[config.mk]
export PLATFORM = sky130hd
export DESIGN_NAME = apb_regfile_slave
export DESIGN_NICKNAME = d
export VERILOG_FILES = /design/src/rtl/apb_regfile_slave.sv
export SDC_FILE = /design/constraint.sdc
export NUM_CORES = 1
export LEC_CHECK = 0
export BUFFER_PORTS_ARGS = -buffer_cell sky130_fd_sc_hd__buf_2
export CORE_MARGIN = 2
export CORE_UTILIZATION = 54
export CTS_CLUSTER_DIAMETER = 200
export DETAILED_ROUTE_END_ITERATION = 8
export PLACE_DENSITY = 0.73
export SYNTH_ARGS = -nofsm -noshare
export SYNTH_HDL_FRONTEND = slang
export SYNTH_SLANG_ARGS = --single-unit
[constraint.sdc]
create_clock -name pclk -period 4.6 [get_ports pclk]
set_clock_uncertainty 0.2 [all_clocks]
set_input_delay 0.69 -clock pclk [delete_from_list [all_inputs] [get_ports pclk]]
set_output_delay 0.69 -clock pclk [all_outputs]
set_load 0.005 [all_outputs]
[src/rtl/apb_regfile_slave.sv]
// APB completer backed by a bank of DEPTH word registers.
// Programmable wait states; out-of-range or misaligned accesses return pslverr.
module apb_regfile_slave #(
  parameter int DATA        = 32,
  parameter int ADDR        = 32,
  parameter int DEPTH       = 16,
  parameter int WAIT_CYCLES = 1
) (
  input  logic            pclk,
  input  logic            preset,
  input  logic            psel,
  input  logic            penable,
  input  logic            pwrite,
  input  logic [ADDR-1:0] paddr,
  input  logic [DATA-1:0] pwdata,
  output logic            pready,
  output logic [DATA-1:0] prdata,
  output logic            pslverr
);

  localparam int IW = $clog2(DEPTH);
  localparam logic [3:0] WC = 4'(WAIT_CYCLES);

  typedef enum logic [1:0] {
    S_IDLE,
    S_WAIT,
    S_RESP
  } state_t;

  state_t          r_state;
  logic [3:0]      r_cnt;
  logic [DATA-1:0] r_mem [DEPTH];

  logic [IW-1:0]   w_idx;
  logic            w_valid;
  logic [DATA-1:0] w_rdata;

  assign w_idx   = paddr[IW+1:2];
  assign w_valid = (paddr[1:0] == 2'b00) &&
                   (paddr[ADDR-1:IW+2] == '0);
  assign w_rdata = (w_valid && !pwrite) ? r_mem[w_idx] : '0;

  // Response outputs are loaded on the edge that enters RESP,
  // so they are visible for exactly the RESP cycle.
  always_ff @(posedge pclk) begin
    if (preset) begin
      r_state <= S_IDLE;
      r_cnt   <= '0;
      pready  <= 1'b0;
      prdata  <= '0;
      pslverr <= 1'b0;
      for (int i = 0; i < DEPTH; i++) begin
        r_mem[i] <= '0;
      end
    end else begin
      pready  <= 1'b0;
      prdata  <= '0;
      pslverr <= 1'b0;
      unique case (r_state)
        S_IDLE: begin
          if (psel && !penable) begin
            r_cnt <= WC;
            if (WC == 4'd0) begin
              r_state <= S_RESP;
              pready  <= 1'b1;
              prdata  <= w_rdata;
              pslverr <= !w_valid;
            end else begin
              r_state <= S_WAIT;
            end
          end
        end
        S_WAIT: begin
          if (!psel) begin
            r_state <= S_IDLE;
            r_cnt   <= '0;
          end else if (penable) begin
            if (r_cnt <= 4'd1) begin
              r_state <= S_RESP;
              r_cnt   <= '0;
              pready  <= 1'b1;
              prdata  <= w_rdata;
              pslverr <= !w_valid;
            end else begin
              r_cnt <= r_cnt - 4'd1;
            end
          end
        end
        S_RESP: begin
          r_state <= S_IDLE;
          if (psel && pwrite && w_valid) begin
            r_mem[w_idx] <= pwdata;
          end
        end
        default: r_state <= S_IDLE;
      endcase
    end
  end

endmodule

==> results of run 1 <==
## power breakdown
part / total [uW] / internal [uW] / switching, uW
registers: 5680 / 5630 / 50.9
logic: 645 / 239 / 405
clock network: 4280 / 2410 / 1870
total: 10600 / 8280 / 2320
## flip-flops by register name, summed over array words and instances (netlist names)
signal / cells
prdata: 32
pready: 1
pslverr: 1
r_cnt: 4
r_mem: 512
r_state: 2
## metrics by stage
stage	utilization [%]	setup slack, ns	instance area, um^2	total power (uW)
5_1_grt	61.6	1.48	26600	10900
6_report	61.6	1.62	26600	10600
4_1_cts	61.6	1.66	26600	10600
3_3_place_gp	57.7	1.16	24900	6400
2_1_floorplan	-	0.608	23700	6150
3_5_place_dp	57.7	1.06	24900	6420
## critical path: cells and delay by family
| family | cells | cell delay (ns) |
|---|---|---|
| buf+inv | 2 | 0.58 |
| compound gates | 1 | 0.59 |
| simple gates | 4 | 1.19 |
## final timing paths
path / start / end / slack, ns / depth (start not counted)
hold reg to reg: r_cnt[1] / r_cnt[1] / 0.30 / 2
hold / removal: penable / r_state[1] / 0.14 / 2
setup reg to reg: r_state[1] / r_mem[12][10] / 1.64 / 6
setup / recovery: preset / r_mem[12][10] / 1.62 / 7
## cells in the mapped netlist (all sizes together), types with 2 or more instances
| library cell | number | share of area, % |
|---|---|---|
| edfxtp | 512 | 65 |
| nor2 | 329 | 5.2 |
| and2 | 195 | 5.2 |
| mux4 | 128 | 12 |
| nand2 | 105 | 1.7 |
| clkbuf | 73 | 1.2 |
| a22oi | 64 | 2.0 |
| buf | 40 | 1.1 |
| dfxtp | 40 | 3.4 |
| a21oi | 35 | 0.74 |
| nor4 | 10 | 0.45 |
| o21bai | 9 | 0.29 |
| or2 | 8 | 0.21 |
| nand2b | 7 | 0.18 |
| nor3 | 7 | 0.31 |
| and3 | 4 | 0.11 |
| inv | 4 | 0.063 |
| nor2b | 3 | 0.079 |
| a21o | 2 | 0.063 |
| ha | 2 | 0.11 |
| nand3 | 2 | 0.12 |
| nor3b | 2 | 0.063 |
| o21ai | 2 | 0.042 |
| xnor2 | 2 | 0.074 |
## per-layer routing
metal  vias up  wire [um]  GRT usage (%)
li1       6049          -              -
met1      7321      23500           38.5
met2       871      29100           44.3
met3       142       6680           6.74
met4         2       1940           9.24
met5         -         13              0
## logic make-up after synthesis
group	after synthesis
fa+ha+maj	2
compound gates	115
mux	128
flops	552
buf+inv	117
simple gates	675
xor+xnor	3
## area by class of cell
type / instances / area [um^2] / area share, %
clock inverters: 27 / 179 / 0.673
multi-input cells: 923 / 7060 / 26.6
well taps: 585 / 732 / 2.75
clock buffers: 73 / 1520 / 5.70
inverters: 4 / 15.0 / 0.0565
repair buffers: 143 / 910 / 3.42
flip-flops and latches: 552 / 16200 / 60.8
==> run metrics, run 1 <==
final hold vios=0; Final Slew Violations=0; Post-CTS Hold Buffers=0; CP Class=input port to flop; Post-synth top flop=sky130_fd_sc_hd__edfxtp_1; fraction of synthesis flops using an asynchronous set or reset pin=0%; Critical Path Source Type=input port; final antenna-violating net count=0; layout cell share with drive strength beyond 1=21.9%; Crit path required time=4.68 ns; Worst EP arrival=around 3.1 ns; net count reported at finish=~1,700; Inserted Diodes=0; count of distinct cell types in the synthesized netlist=40; number of gates resized after CTS=0; global-route congestion overflow total=0; RSZ-0062 raised after global routing=false; I/O pins=103; total of max-cap violations=0; worst hold slack=between 0.1 and 0.15 ns; I/O Buffers=102; total number of vias=roughly 14,000; Die ar.=around 46,000 um^2; Avg Vias per Cell=just over 6; maximum level of the CTS H-tree=2; fill cell instance count of the final layout=~3,200; CTS sink cnt=between 500 and 600; register clock-pin slew on the reported worst setup and hold paths=approximately 0.060 ns; Warnings, synthesis=0; Initial Util=a little over half; number of buffers inserted by post-CTS setup repair=0; worst-path cell with the longest stage delay=sky130_fd_sc_hd__o21bai_4; sum of net half-perimeters after detailed placement=between 30 and 40 mm; gpl congestion=~0.83; Worst-Skew Late Latency=0.60 ns; area overhead of the layout relative to synthesis=12.3%; Initial DRC Count=approximately 1,800; Slew Limit Headroom=between 20% and 30%; area fraction in and, or, nand and nor cells after synthesis=between 10% and 20%; pin count of the biggest net entering global routing=85; type of destination of the critical path=flop; status=completed; routed len/inst=26.6 um; first-pass GRT wire length=approximately 92 mm; main combinational cell family by area after synthesis=simple AND/OR/NAND/NOR gates; proportion of synthesized chip area in sequential cells=between 60% and 70%; leakage power=between 0.009 and 0.01 uW; std cell rows=76; Synth Register Bits=between 500 and 600; detailed-router iteration count before antenna repair=5; largest stage delay on the critical path=about 0.59 ns; Worst-Margin Slew=1.11 ns; maximum vdd drop=between 0.0002 and 0.0003 V; post-synth design cell area=between 20,000 and 25,000 um^2; XOR/XNOR Fraction of Synth Area=less than 1%; Min Clock Period, post-route=a little under 3 ns; syn nets=1,663; total power density per cell area=399 nW/um^2; adder and majority cell fraction of the synthesized area=less than 1%; CTS buffer count=54; wire length reported by the detailed router=61.3 mm; mean instance size in the synthesized netlist=about 15 um^2; most common library cell in the layout ignoring fill and taps=sky130_fd_sc_hd__edfxtp_1; setup violators final=0; Post-route DRC=0; Critical Path, Cell by Cell=buf_2 -> nand2b_1 -> nor3_2 -> and3_1 -> nand2_2 -> o21bai_4 -> buf_4; cell count after placement=about 2,200; overall track demand over capacity in global routing=between 20% and 30%; fraction of synthesized area in multiplexers=between 10% and 20%; maximum clock frequency=336 MHz; Std-Cell Core Area=approximately 43,000 um^2; number of global-route vias before repair=approximately 15,000; Die Width=between 200 and 250 um; synthesized-area fraction occupied by ao, oa, aoi and oai cells=~3.3%; initial antenna violation count=3; Post-synth EDFFs=512; number of buffers between clock root and the deepest sink=3; height of the die=around 210 um; setup TNS after final layout=0 ns; final standard cell count with taps included and fillers excluded=~2,300; CTS tree=done; clock tree root driver cell=sky130_fd_sc_hd__clkbuf_16; Synth Instances=between 1,500 and 2,000; post-route clock period utilization=64.7%; commonest cells after routing, fill and taps aside=sky130_fd_sc_hd__edfxtp_1 (512), sky130_fd_sc_hd__nor2_1 (327), sky130_fd_sc_hd__and2_1 (194), sky130_fd_sc_hd__mux4_2 (128), sky130_fd_sc_hd__nand2_1 (104); Crit Path Max Fanout=21; Hold Path Class=input port to flop
Power figures use the tool's default switching activity.
==> run 2: changes to the inputs <==
==> constraint.sdc (replaced) <==
create_clock -name pclk -period 3 [get_ports pclk]
set_clock_uncertainty 0.2 [all_clocks]
set_input_delay 0.45 -clock pclk [delete_from_list [all_inputs] [get_ports pclk]]
set_output_delay 0.45 -clock pclk [all_outputs]
set_load 0.005 [all_outputs]
==> run 2 against run 1 <==
Cell count rose by 1.7%. Via count rose by 2.8%. Critical path depth is 1 lower. Worst hold slack got worse by 0.089 ns. Combinational power increased by 66%. Sequential share of layout area decreased by 1.5 points. Register-to-register slack worse by 1.0 ns. Worst setup slack worse by 1.0 ns. Core utilization grew 1.5 points. First-iteration DRC count fell by 3.0%. Clock-buffer cell count grew 7. Sequential cell count is the same. Critical path type is now flop to flop.
==> run metrics, run 2 (same netlist as run 1, synthesis figures left out) <==
status=completed (unchanged); Inserted Diodes=0 (unchanged); proportion of total power due to net switching=21.6% (was 21.9%); total of max-cap violations=0 (unchanged); leakage power=0.00956 uW (was 0.00922 uW); Switch Pwr=3610 uW (was 2320 uW); detailed-router iteration count before antenna repair=7 (was 5); Slew Limit Headroom=56.7% (was 26.0%); net count reported at finish=1,786 (was 1,749); total length of routed met3 wires=6.59 mm (was 6.68 mm); first-pass GRT wire length=93.2 mm (was 91.6 mm); number of global-route vias before repair=15,300 (was 14,800); initial antenna violation count=3 (unchanged); fill cell instance count of the final layout=3,132 (was 3,150); sequential group share of total power=52.2% (was 53.5%); register with the most flip-flops=r_mem (unchanged); setup TNS after final layout=0 ns (unchanged); final hold vios=0 (unchanged); Avg Vias per Cell=6.30 (was 6.24); wire length on met1=23.5 mm (about the same); Die ar.=45,500 um^2 (unchanged); total power density per cell area=612 nW/um^2 (was 399 nW/um^2); Regs by FF count=r_mem (512), prdata (32), r_cnt (4) (unchanged); CTS tree=done (unchanged); I/O pins=103 (unchanged); clock network fraction of total power=41.4% (was 40.4%); Min Clock Period, post-route=roughly 2.4 ns; number of buffers between clock root and the deepest sink=3 (unchanged); layout cell share with drive strength beyond 1=24.0% (was 21.9%); maximum level of the CTS H-tree=2 (unchanged); Worst-Skew Late Latency=0.60 ns (about the same); overall track demand over capacity in global routing=28.3% (was 27.9%); std cell rows=76 (unchanged); CTS sink cnt=552 (unchanged); global-route congestion overflow total=0 (unchanged); maximum clock frequency=418 MHz; routed len/inst=26.5 um (was 26.6 um); Crit path required time=3.27 ns (was 4.68 ns); Std-Cell Core Area=43,200 um^2 (unchanged); Top Metal Used=met5 (unchanged); CTS buffer count=55 (was 54); Post-route DRC=0 (unchanged); Hold Path Class=input port to flop (unchanged); I/O Buffers=102 (unchanged); number of gates resized after CTS=0 (unchanged); register clock-pin slew on the reported worst setup and hold paths=0.06 ns (about the same); gpl congestion=0.867 (was 0.834); maximum vdd drop=0.000424 V (was 0.000285 V); final antenna-violating net count=0 (unchanged); portion of total power attributed to combinational logic=6.4% (was 6.1%); height of the die=213 um (unchanged); wire length reported by the detailed router=62.3 mm (was 61.3 mm); commonest cells after routing, fill and taps aside=sky130_fd_sc_hd__edfxtp_1 (512), sky130_fd_sc_hd__nor2_1 (327), sky130_fd_sc_hd__and2_1 (194), sky130_fd_sc_hd__mux4_2 (128), sky130_fd_sc_hd__nand2_1 (104) (unchanged); sum of net half-perimeters after detailed placement=37.0 mm (was 34.6 mm); pin count of the biggest net entering global routing=66 (was 85); final standard cell count with taps included and fillers excluded=2,347 (was 2,307); Initial Util=54.8% (unchanged); Worst EP arrival=2.66 ns (was 3.06 ns); max reg flops=512 (unchanged); Crit Path Max Fanout=32 (was 21); RSZ-0062 raised after global routing=false (unchanged); area overhead of the layout relative to synthesis=15.1% (was 12.3%); cell count after placement=2,242 (was 2,207); metal2 WL=30.0 mm (was 29.1 mm); Die Width=213 um (unchanged); Critical Path Source Type=flop (was input port); total number of vias=14,800 (was 14,400); post-route clock period utilization=approximately 80%; P_int=13,100 uW (was 8280 uW); type of destination of the critical path=flop (unchanged); clock tree root driver cell=sky130_fd_sc_hd__clkbuf_16 (unchanged); setup violators final=0 (unchanged); Initial DRC Count=1,783 (was 1,838); most common library cell in the layout ignoring fill and taps=sky130_fd_sc_hd__edfxtp_1 (unchanged); Final Slew Violations=0 (unchanged); Worst-Margin Slew=0.649 ns (was 1.11 ns); CP Class=flop to flop (was input port to flop)
## run 2: power by group through the flow
stage               clock, uW  combinational, uW  sequential, uW
global placement            0               1050            8840
global route             7260               1130            8720
floorplan                   0                606            8830
finish                   6900               1070            8700
detailed placement          0               1060            8860
CTS                      6970               1070            8700
## run 2: timing repair
item | CTS | global route
hold buffers | 1 | 0
hold endpoints to repair | 2 | 0
setup endpoints to repair | 0 | 0
buffers inserted | 0 | 0
## run 2: per-stage QoR
stage / hold WS [ns] / power, uW / setup WS (ns) / area, um^2 / util [%]
floorplan: 0.259 / 9440 / -0.606 / 23700 / -
CTS: 0.0157 / 16700 / 0.649 / 27200 / 63.1
detailed placement: 0.291 / 9920 / 0.299 / 25400 / 58.8
global route: 0.0558 / 17100 / 0.503 / 27200 / 63.1
global placement: 0.272 / 9890 / 0.341 / 25400 / 58.8
finish: 0.0491 / 16700 / 0.606 / 27200 / 63.1
## run 2: routing by layer
metal  up-vias  track usage [%]
met2       903             45.5
met4         2             10.5
met3       158             5.86
li1       6132                -
met1      7590             38.8
met5         -                0
## run 2: worst paths after layout
path	depth (start not counted)	to	start	slack [ns]
hold / removal	2	r_mem[13][18]	pwdata[18]	0.05
hold reg to reg	2	r_cnt[1]	r_cnt[1]	0.31
setup / recovery	6	r_mem[2][11]	r_state[1]	0.61
setup reg to reg	6	r_mem[2][11]	r_state[1]	0.61
## run 2: critical path, cell delays in order, from the launching register on
cell and delay [ns]:
sky130_fd_sc_hd__dfxtp_1 0.48, sky130_fd_sc_hd__nand2_1 0.10, sky130_fd_sc_hd__nor3_2 0.21, sky130_fd_sc_hd__nand3_4 0.24
sky130_fd_sc_hd__nor4_4 0.30, sky130_fd_sc_hd__buf_4 0.49, sky130_fd_sc_hd__and2_1 0.21
## run 2: area by class of cell
type | count | area (um^2) | share of cell area, %
Sequential cell | 552 | 16200 | 59.4
Multi-Input combinational cell | 923 | 7070 | 25.9
Clock buffer | 80 | 1620 | 5.96
Timing Repair Buffer | 179 | 1420 | 5.21
Tap cell | 585 | 732 | 2.69
Clock inverter | 24 | 215 | 0.790
Inverter | 4 | 15.0 | 0.0551
==> run 3: changes to the inputs <==
--- a/config.mk
+++ b/config.mk
@@ -5,12 +5,13 @@
 export SDC_FILE = /design/constraint.sdc
 export NUM_CORES = 1
 export LEC_CHECK = 0
+export ABC_AREA = 1
 export BUFFER_PORTS_ARGS = -buffer_cell sky130_fd_sc_hd__buf_2
 export CORE_MARGIN = 2
 export CORE_UTILIZATION = 54
 export CTS_CLUSTER_DIAMETER = 200
 export DETAILED_ROUTE_END_ITERATION = 8
-export PLACE_DENSITY = 0.73
+export PLACE_DENSITY = 0.76
 export SYNTH_ARGS = -nofsm -noshare
 export SYNTH_HDL_FRONTEND = slang
 export SYNTH_SLANG_ARGS = --single-unit
==> constraint.sdc (replaced) <==
create_clock -name pclk -period 2.2 [get_ports pclk]
set_clock_uncertainty 0.2 [all_clocks]
set_input_delay 0.33 -clock pclk [delete_from_list [all_inputs] [get_ports pclk]]
set_output_delay 0.33 -clock pclk [all_outputs]
set_load 0.005 [all_outputs]
==> run 3 against run 2 <==
Via count grew 34%. First-iteration DRC count grew 36%. Clock-buffer cell count shrank 9. Register-to-register slack lost 0.47 ns. Non-clock buffer count increased by 20. Combinational power rose by 67%. Maximum frequency up 16%.
==> run metrics, run 3 <==
status=completed (unchanged); number of global-route vias before repair=19,700 (was 15,300); layout cell share with drive strength beyond 1=11.0% (was 24.0%); I/O Buffers=102 (unchanged); Final Slew Violations=0 (unchanged); Min Clock Period, post-route=2.07 ns (was 2.39 ns); proportion of synthesized chip area in sequential cells=64.9% (was 68.3%); Post-route DRC=0 (unchanged); biggest area contributors in the synthesized netlist=sky130_fd_sc_hd__edfxtp_1 (62%), sky130_fd_sc_hd__nand2_1 (21%), sky130_fd_sc_hd__nor2_1 (9.4%) (was sky130_fd_sc_hd__edfxtp_1 (65%), sky130_fd_sc_hd__mux4_2 (12%), sky130_fd_sc_hd__nor2_1 (5.2%)); Critical Path Source Type=flop (unchanged); Die ar.=47,900 um^2 (was 45,500 um^2); share of Yosys cell area claimed by the top area cell type=61.7% (was 64.9%); CTS tree=done (unchanged); final hold vios=0 (unchanged); post-synth design cell area=24,900 um^2 (was 23,700 um^2); maximum vdd drop=0.000555 V (was 0.000424 V); total power density per cell area=823 nW/um^2 (was 612 nW/um^2); most common library cell in the layout ignoring fill and taps=sky130_fd_sc_hd__nand2_1 (was sky130_fd_sc_hd__edfxtp_1); total of max-cap violations=0 (unchanged); Synth Register Bits=552 (unchanged); number of buffers inserted by post-CTS setup repair=0 (unchanged); number of cells on the worst hold path=5 (was 2); fill cell instance count of the final layout=3,588 (was 3,132); CP Class=flop to flop (unchanged); Initial Util=54.8% (about the same); slack of the worst reg-to-reg path=0.13 ns (was 0.61 ns); Inserted Diodes=0 (unchanged); cell count after placement=3,450 (was 2,242); most frequently used cell type in the post-synthesis netlist=sky130_fd_sc_hd__nand2_1 (was sky130_fd_sc_hd__edfxtp_1); setup violators final=0 (unchanged); post-layout total power=23,600 uW (was 16,700 uW); CTS sink cnt=552 (unchanged); commonest cells after routing, fill and taps aside=sky130_fd_sc_hd__nand2_1 (1,368), sky130_fd_sc_hd__nor2_1 (620), sky130_fd_sc_hd__edfxtp_1 (512), sky130_fd_sc_hd__buf_2 (100) (was sky130_fd_sc_hd__edfxtp_1 (512), sky130_fd_sc_hd__nor2_1 (327), sky130_fd_sc_hd__and2_1 (194), sky130_fd_sc_hd__mux4_2 (128), sky130_fd_sc_hd__nand2_1 (104)); Post-synth EDFFs=512 (unchanged); gpl congestion=0.859 (was 0.867); area overhead of the layout relative to synthesis=15.3% (was 15.1%); Synth Instances=2,836 (was 1,592); Hold Path Class=input port to flop (unchanged); count of distinct cell types in the synthesized netlist=21 (was 40); Avg Vias per Cell=5.56 (was 6.30); endpoint with the worst hold slack=pslverr (was r_mem[13][18]); Worst EP arrival=2.34 ns (was 2.66 ns); max reg flops=512 (unchanged); Crit Path Max Fanout=32 (unchanged); mean instance size in the synthesized netlist=8.79 um^2 (was 14.9 um^2); detailed-router iteration count before antenna repair=6 (was 7); syn nets=2,907 (was 1,663); maximum clock frequency=484 MHz (was 418 MHz); height of the die=219 um (was 213 um); I/O pins=103 (unchanged); Worst Reg-to-Reg Cells=9 (was 6); final antenna-violating net count=0 (unchanged); maximum level of the CTS H-tree=2 (unchanged); Initial DRC Count=2,431 (was 1,783); overall track demand over capacity in global routing=29.7% (was 28.3%); pin count of the biggest net entering global routing=89 (was 66); Regs by FF count=r_mem (512), prdata (32), r_cnt (4) (unchanged); routed len/inst=19.6 um (was 26.5 um); initial antenna violation count=1 (was 3); register clock-pin slew on the reported worst setup and hold paths=0.07 ns (was 0.06 ns); Slew Limit Headroom=46.2% (was 56.7%); Std-Cell Core Area=45,500 um^2 (was 43,200 um^2); multi-input combinational cell area=7930 um^2 (was 7070 um^2); Reg-to-Reg Start=r_cnt[0] (was r_state[1]); global-route congestion overflow total=0 (unchanged); startpoint of the most critical hold path=penable (was pwdata[18]); clock tree root driver cell=sky130_fd_sc_hd__clkbuf_16 (unchanged); first-pass GRT wire length=108 mm (was 93.2 mm); library cell occupying the most area in the post-synthesis netlist=sky130_fd_sc_hd__edfxtp_1 (unchanged); post-route clock period utilization=93.9% (was 79.8%); Worst-Skew Late Latency=0.61 ns (was 0.60 ns); setup TNS after final layout=0 ns (unchanged); net count reported at finish=2,979 (was 1,786); CTS buffer count=55 (unchanged); number of buffers between clock root and the deepest sink=3 (unchanged); RSZ-0062 raised after global routing=false (unchanged); Reg-to-Reg End=prdata[6] (was r_mem[2][11]); register cell area after layout=16,200 um^2 (unchanged); register with the most flip-flops=r_mem (unchanged); final standard cell count with taps included and fillers excluded=3,554 (was 2,347); fraction of synthesis flops using an asynchronous set or reset pin=0% (unchanged); Post-synth top cells=sky130_fd_sc_hd__nand2_1 (1,384), sky130_fd_sc_hd__nor2_1 (623), sky130_fd_sc_hd__edfxtp_1 (512), sky130_fd_sc_hd__clkbuf_1 (123), sky130_fd_sc_hd__inv_1 (53) (was sky130_fd_sc_hd__edfxtp_1 (512), sky130_fd_sc_hd__nor2_1 (329), sky130_fd_sc_hd__and2_1 (195), sky130_fd_sc_hd__mux4_2 (128), sky130_fd_sc_hd__nand2_1 (105)); leakage power=0.0132 uW (was 0.00956 uW); std cell rows=78 (was 76); Warnings, synthesis=0 (unchanged); sum of net half-perimeters after detailed placement=41.8 mm (was 37.0 mm); Worst-Margin Slew=0.807 ns (was 0.649 ns); total number of vias=19,700 (was 14,800); type of destination of the critical path=flop (unchanged); Die Width=219 um (was 213 um); Post-synth top flop=sky130_fd_sc_hd__edfxtp_1 (unchanged); wire length reported by the detailed router=69.7 mm (was 62.3 mm); Crit path required time=2.48 ns (was 3.27 ns)
[run 3: cell types whose count changed in the layout (fill, tap and decap cells not counted), sizes merged, moves of 10 or more]
cell   previous run  this run
inv               5        56
nand2           105      1384
and2            195         1
a22oi            64         0
nand3             2        25
nor2            329       625
nor4             10         0
a21oi            35         2
buf             178       197
mux4            128         0
[run 3: cells by family (layout without fill, tap and decap cells)]
family	Yosys count	after routing	synth area share [%]
buffers and inverters	238	356	3.86
DFF	552	552	64.9
AOI/OAI and AO/OA	5	5	0.110
adders and majority gates	2	2	0.100
and+or+nand+nor	2039	2039	31.1
[run 3: layer usage]
layer	vias up	global-route usage (%)	part of all wire, %	routed length, um
met4	0	13.8	4.2	2900
met2	1155	50.1	49	33900
met3	185	5.41	10	7150
met1	9348	37.4	37	25800
met5	-	0	0	0
li1	9057	-	-	-
[run 3: worst max-delay path by stage]
stage,slack [ns],to,from,cells past startpoint
after floorplan,-0.10,r_mem[11][0],paddr[25],9
after global placement,0.11,r_mem[3][18],paddr[25],10
after detailed placement,0.12,prdata[6],r_cnt[0],9
after CTS,0.10,prdata[6],r_cnt[0],9
after global routing,0.05,prdata[3],r_cnt[0],9
final,0.13,prdata[6],r_cnt[0],9
[run 3: cell type report]
| class | count | share of cell area [%] |
|---|---|---|
| clock inverter | 32 | 1.32 |
| sequential | 552 | 56.3 |
| inverter | 54 | 0.740 |
| tap | 600 | 2.61 |
| multi-input combinational | 2046 | 27.6 |
| timing repair buffer | 199 | 6.10 |
| clock buffer | 71 | 5.35 |
[run 3: through the flow]
step	area (um^2)	utilization (%)	hold WS [ns]	setup slack, ns
6_report	28700	63.2	0.0166	0.134
5_1_grt	28700	63.2	0.0370	0.0542
4_1_cts	28700	63.2	0.00255	0.103
3_5_place_dp	26800	59.0	0.334	0.116
3_3_place_gp	26800	59.0	0.316	0.106
2_1_floorplan	25000	-	0.284	-0.100
[run 3: what timing repair did]
| item | 4_1_cts | 5_1_grt |
|---|---|---|
| hold endpoints to repair | 2 | 0 |
| setup endpoints to repair | 0 | 7 |
| hold buffers | 1 | 0 |
| resized for setup | 0 | 1 |
[run 3: power breakdown]
group / switching [uW] / internal [uW] / total (uW)
combinational: 1280 / 514 / 1790
clock: 4110 / 5880 / 9990
sequential: 102 / 11800 / 11900
[run 3: critical path, stage by stage (launching register included)]
cell                      delay, ns
sky130_fd_sc_hd__dfxtp_1       0.37
sky130_fd_sc_hd__inv_1         0.09
sky130_fd_sc_hd__ha_1          0.24
sky130_fd_sc_hd__o21ai_1       0.22
sky130_fd_sc_hd__inv_1         0.07
sky130_fd_sc_hd__nand3_1       0.15
sky130_fd_sc_hd__nor2_1        0.06
sky130_fd_sc_hd__nand2_1       0.11
sky130_fd_sc_hd__buf_12        0.24
sky130_fd_sc_hd__nor2_1        0.15
